--- src/rtl/sump_pkg.sv ---
// Shared definitions for the SUMP command front end: opcode values, the
// decoder state type and the long-command payload length.
package sump_pkg;

  // Short (single-byte) commands
  localparam logic [7:0] OP_RESET = 8'h00;
  localparam logic [7:0] OP_ARM   = 8'h01;
  localparam logic [7:0] OP_ID    = 8'h02;
  localparam logic [7:0] OP_XON   = 8'h11;
  localparam logic [7:0] OP_XOFF  = 8'h13;

  // Long (opcode + 4 payload bytes) commands
  localparam logic [7:0] OP_DIV   = 8'h80;
  localparam logic [7:0] OP_CNT   = 8'h81;
  localparam logic [7:0] OP_FLAGS = 8'h82;
  localparam logic [7:0] OP_TMASK = 8'hC0;
  localparam logic [7:0] OP_TVAL  = 8'hC1;
  localparam logic [7:0] OP_TCFG  = 8'hC2;

  localparam int unsigned PAYLOAD_LEN = 4;
  localparam logic [1:0]  LAST_INDEX  = 2'(PAYLOAD_LEN - 1);

  typedef enum logic [1:0] {
    IDLE,
    PAYLOAD,
    COMMIT
  } state_t;

  // True for long opcodes that target a configuration register.
  function automatic logic is_cfg_opcode(input logic [7:0] op);
    return op inside {OP_DIV, OP_CNT, OP_FLAGS, OP_TMASK, OP_TVAL, OP_TCFG};
  endfunction

endpackage

--- src/rtl/sump_byte_timeout.sv ---
// Idle-cycle counter guarding long-command payload assembly.
// Ports:
//   system_clock  core clock
//   ext_reset_n   asynchronous active-low reset
//   clear         reload the counter to zero this cycle
//   expired       counter has reached TIMEOUT_CYCLES-1
module sump_byte_timeout #(
  parameter int unsigned TIMEOUT_CYCLES = 200_000
) (
  input  logic system_clock,
  input  logic ext_reset_n,
  input  logic clear,
  output logic expired
);

  localparam int unsigned CNT_WIDTH = (TIMEOUT_CYCLES > 1) ? $clog2(TIMEOUT_CYCLES) : 1;
  localparam logic [CNT_WIDTH-1:0] LAST_COUNT = CNT_WIDTH'(TIMEOUT_CYCLES - 1);

  logic [CNT_WIDTH-1:0] count_q;

  always_ff @(posedge system_clock or negedge ext_reset_n) begin
    if (!ext_reset_n) begin
      count_q <= '0;
    end else if (clear) begin
      count_q <= '0;
    end else if (count_q != LAST_COUNT) begin
      // Saturate so a stalled owner cannot wrap back to a fresh window.
      count_q <= count_q + 1'b1;
    end
  end

  assign expired = (count_q == LAST_COUNT);

endmodule

--- src/rtl/sump_cmd_decoder.sv ---
// SUMP command decoder: frames UART bytes into short and long commands, holds
// the capture configuration registers and issues single-cycle control pulses.
// Ports:
//   system_clock, ext_reset_n      clock, asynchronous active-low reset
//   rx_data, rx_valid              received byte and its one-cycle strobe
//   capture_busy                   sequencer armed/capturing; blocks writes and arm
//   divider .. flags               configuration registers
//   core_reset, arm, id_req,
//   xon, xoff                      one-cycle pulses, the cycle after the short command
//   cfg_update                     a configuration register is written this cycle
//   cmd_error                      unknown long opcode, rejected write or payload timeout
module sump_cmd_decoder
  import sump_pkg::*;
#(
  parameter int unsigned TIMEOUT_CYCLES = 200_000,
  parameter logic [23:0] DIV_DEFAULT    = 24'd0,
  parameter logic [15:0] COUNT_DEFAULT  = 16'd0
) (
  input  logic        system_clock,
  input  logic        ext_reset_n,
  input  logic [7:0]  rx_data,
  input  logic        rx_valid,
  input  logic        capture_busy,
  output logic [23:0] divider,
  output logic [15:0] read_count,
  output logic [15:0] delay_count,
  output logic [31:0] trig_mask,
  output logic [31:0] trig_value,
  output logic [31:0] trig_config,
  output logic [31:0] flags,
  output logic        core_reset,
  output logic        arm,
  output logic        id_req,
  output logic        xon,
  output logic        xoff,
  output logic        cfg_update,
  output logic        cmd_error
);

  state_t      state_q;
  logic [7:0]  opcode_q;
  logic [1:0]  index_q;
  logic [31:0] payload_q;

  logic [23:0] divider_q;
  logic [15:0] read_count_q, delay_count_q;
  logic [31:0] trig_mask_q, trig_value_q, trig_config_q, flags_q;
  logic        core_reset_q, arm_q, id_req_q, xon_q, xoff_q;

  logic byte_is_cmd, short_cmd, long_cmd, in_commit, commit_write;
  logic timeout_hit, timer_clear, timer_expired;
  logic wr_div, wr_cnt, wr_flags, wr_tmask, wr_tval, wr_tcfg;

  always_comb begin
    // Outside PAYLOAD a byte starts a new command; this includes COMMIT so no byte is lost.
    byte_is_cmd  = rx_valid && (state_q != PAYLOAD);
    short_cmd    = byte_is_cmd && !rx_data[7];
    long_cmd     = byte_is_cmd && rx_data[7];
    in_commit    = (state_q == COMMIT);
    commit_write = in_commit && is_cfg_opcode(opcode_q) && !capture_busy;
    timeout_hit  = (state_q == PAYLOAD) && !rx_valid && timer_expired;
    timer_clear  = rx_valid || (state_q != PAYLOAD);
    wr_div       = commit_write && (opcode_q == OP_DIV);
    wr_cnt       = commit_write && (opcode_q == OP_CNT);
    wr_flags     = commit_write && (opcode_q == OP_FLAGS);
    wr_tmask     = commit_write && (opcode_q == OP_TMASK);
    wr_tval      = commit_write && (opcode_q == OP_TVAL);
    wr_tcfg      = commit_write && (opcode_q == OP_TCFG);
  end

  sump_byte_timeout #(
    .TIMEOUT_CYCLES(TIMEOUT_CYCLES)
  ) u_timeout (
    .system_clock(system_clock),
    .ext_reset_n (ext_reset_n),
    .clear       (timer_clear),
    .expired     (timer_expired)
  );

  always_ff @(posedge system_clock or negedge ext_reset_n) begin
    if (!ext_reset_n) begin
      state_q       <= IDLE;
      opcode_q      <= '0;
      index_q       <= '0;
      payload_q     <= '0;
      divider_q     <= DIV_DEFAULT;
      read_count_q  <= COUNT_DEFAULT;
      delay_count_q <= COUNT_DEFAULT;
      trig_mask_q   <= '0;
      trig_value_q  <= '0;
      trig_config_q <= '0;
      flags_q       <= '0;
      core_reset_q  <= 1'b0;
      arm_q         <= 1'b0;
      id_req_q      <= 1'b0;
      xon_q         <= 1'b0;
      xoff_q        <= 1'b0;
    end else begin
      core_reset_q <= 1'b0;
      arm_q        <= 1'b0;
      id_req_q     <= 1'b0;
      xon_q        <= 1'b0;
      xoff_q       <= 1'b0;

      if (short_cmd) begin
        case (rx_data)
          OP_RESET: core_reset_q <= 1'b1;
          OP_ARM:   arm_q        <= !capture_busy;
          OP_ID:    id_req_q     <= 1'b1;
          OP_XON:   xon_q        <= 1'b1;
          OP_XOFF:  xoff_q       <= 1'b1;
          default:  ;
        endcase
      end

      if (wr_div)   divider_q <= payload_q[23:0];
      if (wr_cnt) begin
        read_count_q  <= payload_q[15:0];
        delay_count_q <= payload_q[31:16];
      end
      if (wr_flags) flags_q       <= payload_q;
      if (wr_tmask) trig_mask_q   <= payload_q;
      if (wr_tval)  trig_value_q  <= payload_q;
      if (wr_tcfg)  trig_config_q <= payload_q;

      case (state_q)
        PAYLOAD: begin
          if (rx_valid) begin
            payload_q[{index_q, 3'b000} +: 8] <= rx_data;
            index_q <= index_q + 2'd1;
            if (index_q == LAST_INDEX) state_q <= COMMIT;
          end else if (timeout_hit) begin
            state_q <= IDLE;
          end
        end
        default: begin
          state_q <= IDLE;
          if (long_cmd) begin
            opcode_q <= rx_data;
            index_q  <= '0;
            state_q  <= PAYLOAD;
          end
        end
      endcase
    end
  end

  // The COMMIT write is visible in the COMMIT cycle itself, with busy sampled in that cycle.
  assign divider     = wr_div   ? payload_q[23:0]  : divider_q;
  assign read_count  = wr_cnt   ? payload_q[15:0]  : read_count_q;
  assign delay_count = wr_cnt   ? payload_q[31:16] : delay_count_q;
  assign flags       = wr_flags ? payload_q        : flags_q;
  assign trig_mask   = wr_tmask ? payload_q        : trig_mask_q;
  assign trig_value  = wr_tval  ? payload_q        : trig_value_q;
  assign trig_config = wr_tcfg  ? payload_q        : trig_config_q;

  assign core_reset = core_reset_q;
  assign arm        = arm_q;
  assign id_req     = id_req_q;
  assign xon        = xon_q;
  assign xoff       = xoff_q;
  assign cfg_update = commit_write;
  assign cmd_error  = (in_commit && !commit_write) || timeout_hit;

endmodule

--- config.mk ---
export PLATFORM = sky130hd
export DESIGN_NAME = sump_cmd_decoder
export DESIGN_NICKNAME = d
export VERILOG_FILES = /design/src/rtl/sump_pkg.sv /design/src/rtl/sump_byte_timeout.sv /design/src/rtl/sump_cmd_decoder.sv
export SDC_FILE = /design/constraint.sdc
export NUM_CORES = 1
export LEC_CHECK = 0
export ABC_AREA = 1
export CELL_PAD_IN_SITES_DETAIL_PLACEMENT = 0
export CELL_PAD_IN_SITES_GLOBAL_PLACEMENT = 1
export CORE_MARGIN = 5
export CORE_UTILIZATION = 40
export DETAILED_ROUTE_END_ITERATION = 12
export PLACE_DENSITY_LB_ADDON = 0.1
export SYNTH_ARGS = -nofsm -noshare
export SYNTH_HDL_FRONTEND = slang
export SYNTH_SLANG_ARGS = --single-unit
--- constraint.sdc ---
create_clock -name system_clock -period 4.63 [get_ports system_clock]
set_input_delay 0.463 -clock system_clock [delete_from_list [all_inputs] [get_ports system_clock]]
set_output_delay 0.463 -clock system_clock [all_outputs]
set_load 0.03 [all_outputs]
==> results.ini, run 1 <==
[logic_synthesis]
syn_area_sq_mm=0.0108
synth_top_area_cell=dfrtp_1
ys_warn_count=0
ys_seq_elements=251
avgSynthCellArea_sq_um=9.00
yosys-top-cells-area=dfrtp_1 58%, nand2_1 15%, nand4_1 11%
synthArstFlopShare_pct=100
netlist_instances=1195
synth_ff_type=dfrtp_1
synth_cell_type_count=33
syn_nets=1213
synth_top_cell_area_share_pct=58.4
synth-edff-count=0
ys_seq_area_share_pct=58.4

[placed_design]
gp_routability_congestion=0.823
portBuffers=202
hpwl_um=22800
place_inst=1675
place_ws_ns=0.843
place_area_sq_mm=0.0129

[outcome]
violations=hold timing
status=finished, violations left

[timing]
max_freq_ghz=0.246
clock_skew_ns=0.00976
finalCritPeriodShare_pct=87.7
slew_violations=0
finalSetupViolCount=0
fin_ws_ns=0.569
post-route-min-period_ns=4.06
hold_violations=12
tns_ns=0
worstMarginPinSlew_ns=1.07
holdWs_ns=-0.00823
max_slew_margin_pct=28.4
rsz0062_at_grt=false

[die]
die_y_um=174
dieArea_sq_mm=0.0303
pin_count=203
coreArea_sq_mm=0.0267
fp.dieW_um=174
initial_utilization_pct=40.2
rows=60

[clock_tree]
ctsResizeCount=0
cts.sinks=251
hold_buffers=0
post_cts.repair.setup_buffers=0
cts_max_level=1
root_buffer=clkbuf_16
clkSlewWorstSetupHoldPaths_ns=0.06
clk_latency_ns=0.54
cts_made_buffers=29
cts_tree=done
clock_path_buffers=3

[min_path]
hp-class=in2async

[flow_run]
cap_violations=0

[worst_setup_path]
crit_family=buffers and inverters
crit_slowest_cell=buf_4
worst_ep_arrival_time_ns=3.60
path_max_fanout=77
crit_chain=nor2_2, nand3_2, nor2_4, nor2_1, nand2_4, buf_4, nand3_1, buf_4, nand2_1, nand2_1, clkdlybuf4s50_1
cp.required_ns=4.17
cp-end-kind=primary output
startpoint_type=flop
worst-path-buf-inv=3
cpPeakStageDelay_ns=0.66
path_class=reg2out

[route]
viasPerCell=5.35
dr.pass1.iters=5
drc=0
vias=9243
routed_wl_um=35400
routedWlPerCell_um=20.5
ant_nets=0
initialDrtViolationCount=853

[global_routing]
grt_pass1_vias=9089
grt_pass1_wl_um=54900
grt.overflow.total=0
use_met1_pct=33.6
track_usage_pct=22.7
grt_util_met3_pct=3.74
busiest_layer=met2
use_met2_pct=35.1
grt_max_degree=115
antenna_found_initial=0

[power_and_ir_drop]
swShare_pct=34.5
vdd_drop_max_mv=0.457
power_uw=6380
power_leakage_uw=0.00704
switchingPower_uw=2200
internal_power_uw=4180
p_per_area_mw_per_mm2=455
pwr-share-seq_pct=43.2
clkPwrFrac_pct=39.4
p_comb_share_pct=17.4

[layout]
final.fill_count=2520
final_area_sq_mm=0.0140
mostFrequentLayoutCells=439 x nand2_1, 251 x dfrtp_1, 196 x nand4_1, 176 x clkdlybuf4s50_1, 42 x buf_4
area_delta_synth_final_pct=30.2
antenna_cells=0
drive_gt1_share_pct=8.65
mostFrequentLayoutCell=nand2_1
nNetsFinal=1383
fin_cells=1729

synth_stat cells, types with 6 or more instances:
| library cell | count |
|---|---|
| nand2_1 | 440 |
| dfrtp_1 | 251 |
| nand4_1 | 196 |
| clkbuf_1 | 43 |
| nand3_1 | 38 |
| nor2_1 | 38 |
| o21ai_1 | 36 |
| inv_1 | 33 |
| buf_2 | 26 |
| nor3_1 | 18 |
| buf_6 | 11 |
| inv_2 | 10 |
| a21oi_1 | 8 |
| ha_1 | 6 |
| o21ai_0 | 6 |
metrics by stage:
step,hold WS [ns],util (%)
6_report,-0.00823,52.4
5_1_grt,0.0512,52.4
3_3_place_gp,0.451,48.4
2_1_floorplan,0.167,-
3_5_place_dp,0.457,48.4
4_1_cts,0.0293,52.4
routing by layer:
metal	vias up	share of wire, %
met5	-	0
met4	0	2.4
met3	50	5.3
met2	274	45
met1	4499	47
li1	4420	-
sequential cells by signal, indices dropped and copies added (netlist names), 2 cells and up:
signal and cells:
u_timeout.count_q 18, read_count_q 16, state_q 2, trig_config_q 32, flags_q 32, trig_mask_q 32
index_q 2, payload_q 32, opcode_q 8, divider_q 24, delay_count_q 16, trig_value_q 32
path summary, 6_finish.rpt:
kind | from | cells after the start | endpoint | slack [ns]
min reg2reg | delay_count_q[3] | 2 | delay_count_q[3] | 0.47
max in group asynchronous | ext_reset_n | 2 | trig_mask_q[15] | 3.66
min in group system_clock | delay_count_q[3] | 2 | delay_count_q[3] | 0.47
min | ext_reset_n | 1 | flags_q[10] | -0.008
max | opcode_q[3] | 11 | read_count[10] | 0.57
max reg2reg | opcode_q[3] | 10 | read_count_q[6] | 2.01
logic make-up after synthesis:
group | after synthesis | synth area share, %
XOR/XNOR | 3 | 0.244
multiplexers | 5 | 0.523
buffers and inverters | 127 | 5.54
flip-flops | 251 | 58.4
AO/OA/AOI/OAI | 60 | 3.04
AND/OR/NAND/NOR | 743 | 31.6
adder cells (fa/ha/maj) | 6 | 0.698
power groups by stage:
stage          clock [uW]  combinational (uW)  sequential (uW)
3_5_place_dp            0                1110             2780
2_1_floorplan           0                 939             2540
4_1_cts              2560                1110             2740
3_3_place_gp            0                1100             2780
5_1_grt              2670                1220             2770
6_report             2510                1110             2750
final cells by class:
cell class              instances  area, sq um  area share (%)
well taps                     341          427            3.05
clock buffers                  45          896            6.40
flip-flops and latches        251         6280            44.8
repair buffers                222         2150            15.4
inverters                      44          165            1.18
multi-input cells             817         3910            27.9
clock inverters                 9          178            1.27
(Power assumes the default switching activity.)
==> inputs of run 2 (changes only) <==
--- a/config.mk
+++ b/config.mk
@@ -6,6 +6,7 @@
 export NUM_CORES = 1
 export LEC_CHECK = 0
 export ABC_AREA = 1
+export ABC_CLOCK_PERIOD_IN_PS = 4630
 export CELL_PAD_IN_SITES_DETAIL_PLACEMENT = 0
 export CELL_PAD_IN_SITES_GLOBAL_PLACEMENT = 1
 export CORE_MARGIN = 5
==> results of run 2 <==
No change in the layout: final DEF, timing and power equal those of run 1.
==> inputs of run 3 (changes only) <==
--- a/config.mk
+++ b/config.mk
@@ -12,7 +12,7 @@
 export CORE_MARGIN = 5
 export CORE_UTILIZATION = 40
 export DETAILED_ROUTE_END_ITERATION = 12
-export PLACE_DENSITY_LB_ADDON = 0.1
+export PLACE_DENSITY = 0.86
 export SYNTH_ARGS = -nofsm -noshare
 export SYNTH_HDL_FRONTEND = slang
 export SYNTH_SLANG_ARGS = --single-unit
==> run 3 against run 2 <==
The flow still finishes with violations (hold timing); final cell count hardly changed; hold slack worse by 0.044 ns; wire length is 0.51% lower; clock skew is 0.019 ns higher; flip-flop and latch count stayed put; critical path depth is 2 lower; via count is 3.6% higher; global-route usage is 0.35 points lower; largest power group unchanged; highest routed layer unchanged.
==> results.ini, run 3 (synthesis gave the netlist of run 1 again) <==
[clock_tree]
cts_max_level=1
cts.sinks=251
clock_path_buffers=3
cts_tree=done
hold_buffers=0
clkSlewWorstSetupHoldPaths_ns=0.06
ctsResizeCount=0
root_buffer=clkbuf_16
clk_latency_ns=0.56
post_cts.repair.setup_buffers=0
cts_made_buffers=29

[worst_setup_path]
crit_top_cell=nand2_1
path_max_fanout=41
cp.required_ns=4.17
startpoint_type=flop
path_class=reg2out
cpPeakStageDelay_ns=0.85
r2r_setup_slack_ns=1.95
worst-path-buf-inv=1
crit_family=simple AND/OR/NAND/NOR gates
crit_chain=nor2_2, nand3_2, nor2_4, nor2_1, nand2_4, nand3_1, nand2_1, nand2_1, clkdlybuf4s50_1
rr_worst_depth=8
crit_slowest_cell=nand3_1
r2r-end=divider_q[6]
cp-end-kind=primary output
worst_ep_arrival_time_ns=3.71
worstReg2RegStart=opcode_q[3]

[placed_design]
place_inst=1676
portBuffers=202
hpwl_um=23100
gp_routability_congestion=0.864

[timing]
hold_violations=31
post-route-min-period_ns=4.17
finalSetupViolCount=0
slew_violations=0
rsz0062_at_grt=false
worstMarginPinSlew_ns=1.03
tns_ns=0
holdWs_ns=-0.0520
finalCritPeriodShare_pct=90.1
max_slew_margin_pct=30.8
max_freq_ghz=0.240
clock_skew_ns=0.0283

[layout]
final.fill_count=2426
drive_gt1_share_pct=8.00
antenna_cells=0
mostFrequentLayoutCells=439 x nand2_1, 251 x dfrtp_1, 196 x nand4_1, 185 x clkdlybuf4s50_1, 38 x nand3_1
postLayoutCoreUtil_pct=52.5
area_delta_synth_final_pct=30.4
mostFrequentLayoutCell=nand2_1
nNetsFinal=1384
fin_cells=1728

[flow_run]
cap_violations=0

[min_path]
hp-class=in2async

[power_and_ir_drop]
switchingPower_uw=2220
vdd_drop_max_mv=0.312
p_per_area_mw_per_mm2=461
p_comb_share_pct=17.0
clkPwrFrac_pct=40.2
swShare_pct=34.3
pwr-share-seq_pct=42.8
internal_power_uw=4250
power_leakage_uw=0.00703

[die]
coreArea_sq_mm=0.0267
pin_count=203
dieArea_sq_mm=0.0303
initial_utilization_pct=40.2
rows=60
fp.dieW_um=174
die_y_um=174

[route]
dr.pass1.iters=5
ant_nets=0
viasPerCell=5.54
drc=0
initialDrtViolationCount=1079
routed_wl_um=35200
routedWlPerCell_um=20.4
vias=9578

[global_routing]
grt_pass1_vias=9065
grt_max_degree=113
grt.overflow.total=0
antenna_found_initial=0
track_usage_pct=22.3
grt_pass1_wl_um=54700

[outcome]
violations=hold timing
status=finished, violations left

-- run 3: cell types whose count changed in the layout (fill, tap and decap cells not counted), moves of 2 or more --
cell,before,now
buf_12,3,1
buf_4,42,36
bufinv_16,5,8
clkbuf_8,11,5
clkdlybuf4s50_1,176,185
clkinv_2,2,5
inv_6,2,0
-- run 3: per-stage QoR --
| step | cell area (sq um) | hold WS (ns) | setup WS [ns] | power (uW) |
|---|---|---|---|---|
| 2_1_floorplan | 10800 | 0.167 | 2.46 | 3480 |
| 5_1_grt | 14000 | 0.0144 | 0.231 | 6720 |
| 3_3_place_gp | 12900 | 0.450 | 0.817 | 3850 |
| 6_report | 14000 | -0.0520 | 0.459 | 6470 |
| 3_5_place_dp | 12900 | 0.455 | 0.798 | 3870 |
| 4_1_cts | 14000 | 0.0114 | 0.467 | 6470 |
-- run 3: worst max path at each step --
stage            startpoint               to  cells after the start
2_1_floorplan   opcode_q[3]  trig_config[27]                     10
3_3_place_gp   capture_busy  trig_config[25]                      7
3_5_place_dp   capture_busy  trig_config[25]                      7
4_1_cts         opcode_q[3]    read_count[1]                      9
5_1_grt         opcode_q[3]    read_count[8]                     10
6_report        opcode_q[3]      divider[11]                      9
-- run 3: routing by layer --
layer,vias to the layer above,wire [um],track usage [%]
li1,4423,-,-
met1,4729,16100,34.1
met2,380,15900,33.8
met3,46,2500,3.81
met4,0,688,4.09
met5,-,0,0
-- run 3: power groups by stage --
stage	Sequential, uW	Clock, uW	Combinational (uW)
detailed placement	2790	0	1080
global route	2770	2740	1210
global placement	2780	0	1070
finish	2770	2600	1100
floorplan	2540	0	939
CTS	2750	2640	1080
-- run 3: area by class of cell --
class | count | area (sq um) | share of cell area [%]
clock buffer | 38 | 810 | 5.77
clock inverter | 14 | 285 | 2.03
inverter | 44 | 165 | 1.18
multi-input combinational | 817 | 3910 | 27.8
sequential | 251 | 6280 | 44.8
tap | 341 | 427 | 3.04
timing repair buffer | 223 | 2160 | 15.4
